$ cat src/rtl/regfile_dump_pkg.sv
// regfile_dump_pkg: shared address widths, state encoding and address helper for regfile_dump.
package regfile_dump_pkg;
    localparam int ADDR_W = 5;
    localparam int NREG   = 32;
    typedef enum logic [1:0] {IDLE, READ, SEND, DONE} state_t;
    function automatic logic [ADDR_W-1:0] next_addr(input logic [ADDR_W-1:0] a);
        return a + ADDR_W'(1);
    endfunction
endpackage

$ cat src/rtl/regfile_dump.sv
// regfile_dump: walks an inclusive, wrapping register-file address range and streams each word out.
// Define REGFILE_DUMP_SKIP_ZERO_EN to suppress entries whose value is zero.
module regfile_dump
    import regfile_dump_pkg::*;
#(
    parameter int WIDTH = 32
) (
    input  logic              clk,
    input  logic              rst,
    input  logic              start,
    input  logic [4:0]        ra_first,
    input  logic [4:0]        ra_last,
    output logic [4:0]        ra,
    input  logic [WIDTH-1:0]  rd,
    output logic              out_valid,
    input  logic              out_ready,
    output logic [WIDTH-1:0]  out_data,
    output logic [4:0]        out_addr,
    output logic              busy,
    output logic              done
);
    state_t             state_q, state_d;
    logic [ADDR_W-1:0]  cur_q, cur_d, last_q, last_d, addr_q, addr_d;
    logic [WIDTH-1:0]   data_q, data_d;

    always_ff @(posedge clk) begin
        if (rst) begin
            state_q <= IDLE;
            cur_q   <= '0;
            last_q  <= '0;
            addr_q  <= '0;
            data_q  <= '0;
        end else begin
            state_q <= state_d;
            cur_q   <= cur_d;
            last_q  <= last_d;
            addr_q  <= addr_d;
            data_q  <= data_d;
        end
    end

    always_comb begin
        state_d = state_q;
        cur_d   = cur_q;
        last_d  = last_q;
        addr_d  = addr_q;
        data_d  = data_q;
        unique case (state_q)
            IDLE: if (start) begin
                cur_d   = ra_first;
                last_d  = ra_last;
                state_d = READ;
            end
            READ: begin
`ifdef REGFILE_DUMP_SKIP_ZERO_EN
                if (rd == '0) begin
                    // Skipped addresses still honour the equality end test.
                    state_d = (cur_q == last_q) ? DONE : READ;
                    cur_d   = (cur_q == last_q) ? cur_q : next_addr(cur_q);
                end else begin
                    data_d  = rd;
                    addr_d  = cur_q;
                    state_d = SEND;
                end
`else
                data_d  = rd;
                addr_d  = cur_q;
                state_d = SEND;
`endif
            end
            SEND: if (out_ready) begin
                state_d = (cur_q == last_q) ? DONE : READ;
                cur_d   = (cur_q == last_q) ? cur_q : next_addr(cur_q);
            end
            DONE: state_d = IDLE;
            default: state_d = IDLE;
        endcase
    end

    assign ra        = cur_q;
    assign out_valid = (state_q == SEND);
    assign out_data  = data_q;
    assign out_addr  = addr_q;
    assign busy      = (state_q != IDLE);
    assign done      = (state_q == DONE);
endmodule

$ cat config.mk
export PLATFORM = sky130hd
export DESIGN_NAME = regfile_dump
export DESIGN_NICKNAME = d
export VERILOG_FILES = /design/src/rtl/regfile_dump_pkg.sv /design/src/rtl/regfile_dump.sv
export SDC_FILE = /design/constraint.sdc
export NUM_CORES = 1
export LEC_CHECK = 0
export ABC_AREA = 1
export CORE_MARGIN = 10
export CORE_UTILIZATION = 44
export DETAILED_ROUTE_END_ITERATION = 8
export PLACE_DENSITY = 0.85
export SETUP_SLACK_MARGIN = 0.2
export SYNTH_ARGS = -nofsm -noshare
export SYNTH_HDL_FRONTEND = slang
export SYNTH_SLANG_ARGS = --single-unit
$ cat constraint.sdc
create_clock -name clk -period 2.15 [get_ports clk]
set_input_delay 0.215 -clock clk [delete_from_list [all_inputs] [get_ports clk]]
set_output_delay 0.215 -clock clk [all_outputs]
set_load 0.1 [all_outputs]
======== Word-level counts from Yosys, hierarchy flattened ========
Index checks and enable logic that the tools add are counted.
cells by class
  add/sub/neg operators ................... 1
  eq/ne operators ......................... 7
  muxes and demuxes ....................... 8
  reductions and logical operators ........ 6
operators with widths
  kind                                                                      count
  5-bit 2-to-1 mux                                                          3
  5-bit case mux with 2 select lines                                        1
  2-bit case mux with 4 select lines                                        1
  2-bit 2-to-1 mux                                                          3
  5-bit by 1-bit adder with 5-bit output (second input constant)            1
  5-bit equality test                                                       1
  2-bit equality test (second input constant)                               2
  2-bit inequality test (second input constant)                             2
  2-bit AND reduction                                                       2
  4-bit AND reduction                                                       1
  2-bit nonzero test                                                        2
  2-bit by 1-bit equality test with 1-bit output (second input constant)    1
  2-bit zero test                                                           1
  2-bit by 1-bit inequality test with 1-bit output (second input constant)  1
word-level totals
  flip-flop bits (word level) ............. 49
  input bits .............................. 46
  output and inout bits ................... 45
  logic and storage cells ................. 27

======== Depth between registers and ports, before layout ========
  word-level depth ........................ 4
  mapped depth ............................ 9
  mapped depth without buffers ............ 9

======== Least setup slack after synthesis ========
Ideal clock, no wire load.
  kind .................................... register to register
  start point ............................. register cur_q[3] (netlist: ra[3])
  end point ............................... register cur_q[3] (netlist: ra[3])
  library setup time ...................... 0.113 ns
  arrival ................................. 1.829 ns
  data required time ...................... 2.037 ns
  setup slack ............................. 0.208 ns
  stages on the path, launching flop included .. 10
  buffers on the path ..................... 0
  clock period less this slack ............ 1.942 ns
  cell sequence ........................... dfxtp_1 > inv_1 > nand2_1 > nand2_1 > nor2_1 > nand3_4 > nand2_4 > nand2_1 > nand2_1 > nor2_1
on the way
  word-level cells in the longest chain between the ends .. 4
  elaborated cells on any way between the ends .. 7
  classes of those cells .................. add/sub: 1; eq/ne: 2; mux: 3; reduce/logical: 1
ends and longest elaborated chain
  item                                    line                   source
  from (decl)                             regfile_dump.sv:23     logic [ADDR_W-1:0] cur_q, cur_d, last_q, last_d, addr_q, addr_d;
  from (signal assigned)                  regfile_dump.sv:35     cur_q <= cur_d;
  5-bit by 1-bit adder with 5-bit output  regfile_dump_pkg.sv:7  return a + ADDR_W'(1);
  5-bit 2-to-1 mux                        regfile_dump.sv:73     cur_d = (cur_q == last_q) ? cur_q : next_addr(cur_q);
  5-bit 2-to-1 mux                        regfile_dump.sv:71     SEND: if (out_ready) begin
  5-bit case mux with 2 select lines      regfile_dump.sv:48     unique case (state_q)
Parallel ways exist; a longest one is shown, timed or not. The select of a mux whose other input is x is not followed.
A chain may end at the register's enable or synchronous reset.

======== Final worst setup path ========
  start point ............................. register state_q[1]
  end point ............................... output out_valid
on the way
  word-level cells in the longest chain between the ends .. 1
ends and longest elaborated chain
  item                    line                source
  from (decl)             regfile_dump.sv:22  state_t state_q, state_d;
  from (signal assigned)  regfile_dump.sv:34  state_q <= state_d;
  2-bit equality test     regfile_dump.sv:81  assign out_valid = (state_q == SEND);
  to (decl)               regfile_dump.sv:15  output logic out_valid,
No other way between the ends.

==> impl_metrics.csv <==
group,metric,value,unit
status,outcome,"finished, final reports clean",
synthesis,syn_nets,312,
synthesis,syn_avg_cell_area,7.46,um2
timing,tns,0,ns
layout,area_growth,46.0,%
timing,finalHoldViolCount,0,
synthesis,yosys_warnings,0,
global_routing,met2_usage,23.2,%
place,finalWeightedCongestion,0.748,
route,ant_nets,0,
layout,final_common_cell,"nor2_1",
floorplanning,initial_core_util,45.4,%
global_routing,use_met1,17.1,%
route,drcViolationCount,0,
setup_path,cp-start-kind,"register",
synthesis,syn_inst,265,
clocking,clock-sinks,49,
flow_run,cap_violations,0,
timing,rsz0062_at_grt,"no",
timing,relSlewSlack,62.6,%
clocking,cts.path.max_buffers,2,
power,p_per_area,932,nW/um2
route,drtPass1Iterations,4,
setup_path,cp-end-kind,"output port",
floorplanning,fp.dieH,87.0,um
route,routedWlPerCell,13.9,um
timing,setup_viol,0,
clocking,cts_resized,0,
synthesis,synth-seq-cells,49,
setup_path,worst_ep_required_time,1.93,ns
floorplanning,core_area,4350,um2
timing,worst_pin_slew,0.560,ns
place,postPlaceCellArea,2800,um2
layout,final_cell_mix,"78 x nor2_1, 49 x dfxtp_1, 48 x buf_4, 45 x o21ai_0, 45 x clkdlybuf4s50_1",
route,viasPerCell,4.85,
global_routing,grt-ovfl-total,0,
timing,fin_skew,0.00857,ns
global_routing,grt_pass1_vias,1947,
clocking,cts_made_buffers,5,
global_routing,grt_usage,14.6,%
setup_path,path_class,"register to output port",
timing,slew_violations,0,
global_routing,grt_max_degree,48,
timing,holdWs,0.484,ns
timing,fmax,667,MHz
timing,finalCritPeriodShare,69.7,%
synthesis,ys_top_cells_by_area,"dfxtp_1 50%, nor2_1 15%, o21ai_0 11%",
place,placedCellCount,398,
clocking,hold_buffers,0,
timing,fin_ws,0.652,ns
hold_path,hp-class,"register to register",
timing,fin_crit,1.50,ns
layout,final_cell_count_no_fill,405,
global_routing,grt_pass1_wl,9.21,mm
place,pre_cts_ws,0.677,ns
setup_path,worst-path-max-fanout,7,
layout,final_nets,400,
place,port_buffers,90,
place,hpwl,4.19,mm
route,num_vias,1964,
synthesis,synth_top_area_share,49.7,%
synthesis,synth_sequential_area_ratio,49.7,%
clocking,cts_root_buf,"clkbuf_8",
global_routing,use_met3,7.49,%
synthesis,netlist_area,1980,um2
route,wl,5.63,mm
layout,antenna_cells,0,
synthesis,yosysUniqueCellTypes,24,
clocking,cts.clk_slew.worst_paths,0.09,ns
floorplanning,boundaryPins,91,
clocking,htree_levels,2,
layout,final_area,2890,um2
synthesis,synth_area_leader_cell,"dfxtp_1",
floorplanning,die_w,87.0,um
global_routing,busiest_layer,"met2",
power,irDropWorstVdd,579,uV
power,p_leak,0.00135,uW
layout,drive_above_1_share,18.7,%
setup_path,crit_arrival,1.28,ns
global_routing,antenna_found_initial,0,
route,drt_iter0_drc,142,
floorplanning,rows,24,
clocking,cts_tree,"yes",
layout,nFillCells,393,
clocking,post_cts.repair.setup_buffers,0,
floorplanning,die-area,7570,um2
clocking,clk_latency,0.29,ns
cell usage after synthesis:
cell type   n
nand2_4     1
clkbuf_1    8
nand3_4     1
nor2_8      1
dfxtp_1    49
nand3_1     3
a21oi_1    12
ha_1        1
or2_2       1
inv_4       1
xor2_1      1
nor2_1     78
inv_2       2
o21ai_0    45
inv_1      15
nand2_2     2
a31oi_1     1
nor2_4      2
nand2_1    33
buf_2       3
nand4_1     1
nand3b_1    2
o21ai_4     1
buf_4       1
kinds of logic after synthesis:
| family | synth area share (%) |
|---|---|
| AND/OR/NAND/NOR | 27.5 |
| AO/OA/AOI/OAI | 15.6 |
| flip-flops | 49.7 |
| buffers and inverters | 6.21 |
| XOR/XNOR | 0.443 |
| adder cells (fa/ha/maj) | 0.633 |
power by group:
part           internal (uW)  switching (uW)  total, uW  leakage (uW)
registers               1000            63.2       1060      0.000403
logic                    263             835       1100      0.000903
clock network            256             273        528     0.0000443
through the flow:
step | util (%) | total power [uW]
finish | 66.3 | 2690
CTS | 66.3 | 2710
detailed placement | 64.3 | 2190
floorplan | - | 1900
global placement | 64.3 | 2170
global route | 66.3 | 2820
layer usage:
metal | share of wire (%) | vias up
li1 | - | 1014
met1 | 41 | 880
met2 | 48 | 64
met3 | 9.9 | 6
met4 | 0.76 | 0
met5 | 0 | -
registers in the layout (all words and copies together) (netlist names):
register	count
out_addr	5
ra	5
state_q	2
out_data	32
last_q	5
path summary, 6_finish.rpt:
path	from	end	slack (ns)	depth (start not counted)
worst max-delay path	state_q[1]$_SDFFE_PP0P_	out_valid	0.65	3
worst min-delay path	last_q[0]$_SDFFE_PP0P_	last_q[0]$_SDFFE_PP0P_	0.48	2
worst max register to register	state_q[1]$_SDFFE_PP0P_	ra[4]$_SDFFE_PP0P_	0.78	7
worst min register to register	last_q[0]$_SDFFE_PP0P_	last_q[0]$_SDFFE_PP0P_	0.48	2
cell type report:
| type | instances | area [um2] | area share [%] |
|---|---|---|---|
| repair buffers | 93 | 811 | 28.1 |
| inverters | 18 | 70.1 | 2.43 |
| well taps | 52 | 65.1 | 2.25 |
| flip-flops and latches | 49 | 981 | 34.0 |
| multi-input cells | 186 | 872 | 30.2 |
| clock buffers | 7 | 86.3 | 2.99 |
worst max-delay path, stage by stage, from the launching register on:
cell and delay (ns):
dfxtp_1 0.43, inv_2 0.09, nor2_8 0.15, buf_4 0.32
(Power assumes the default switching activity.)
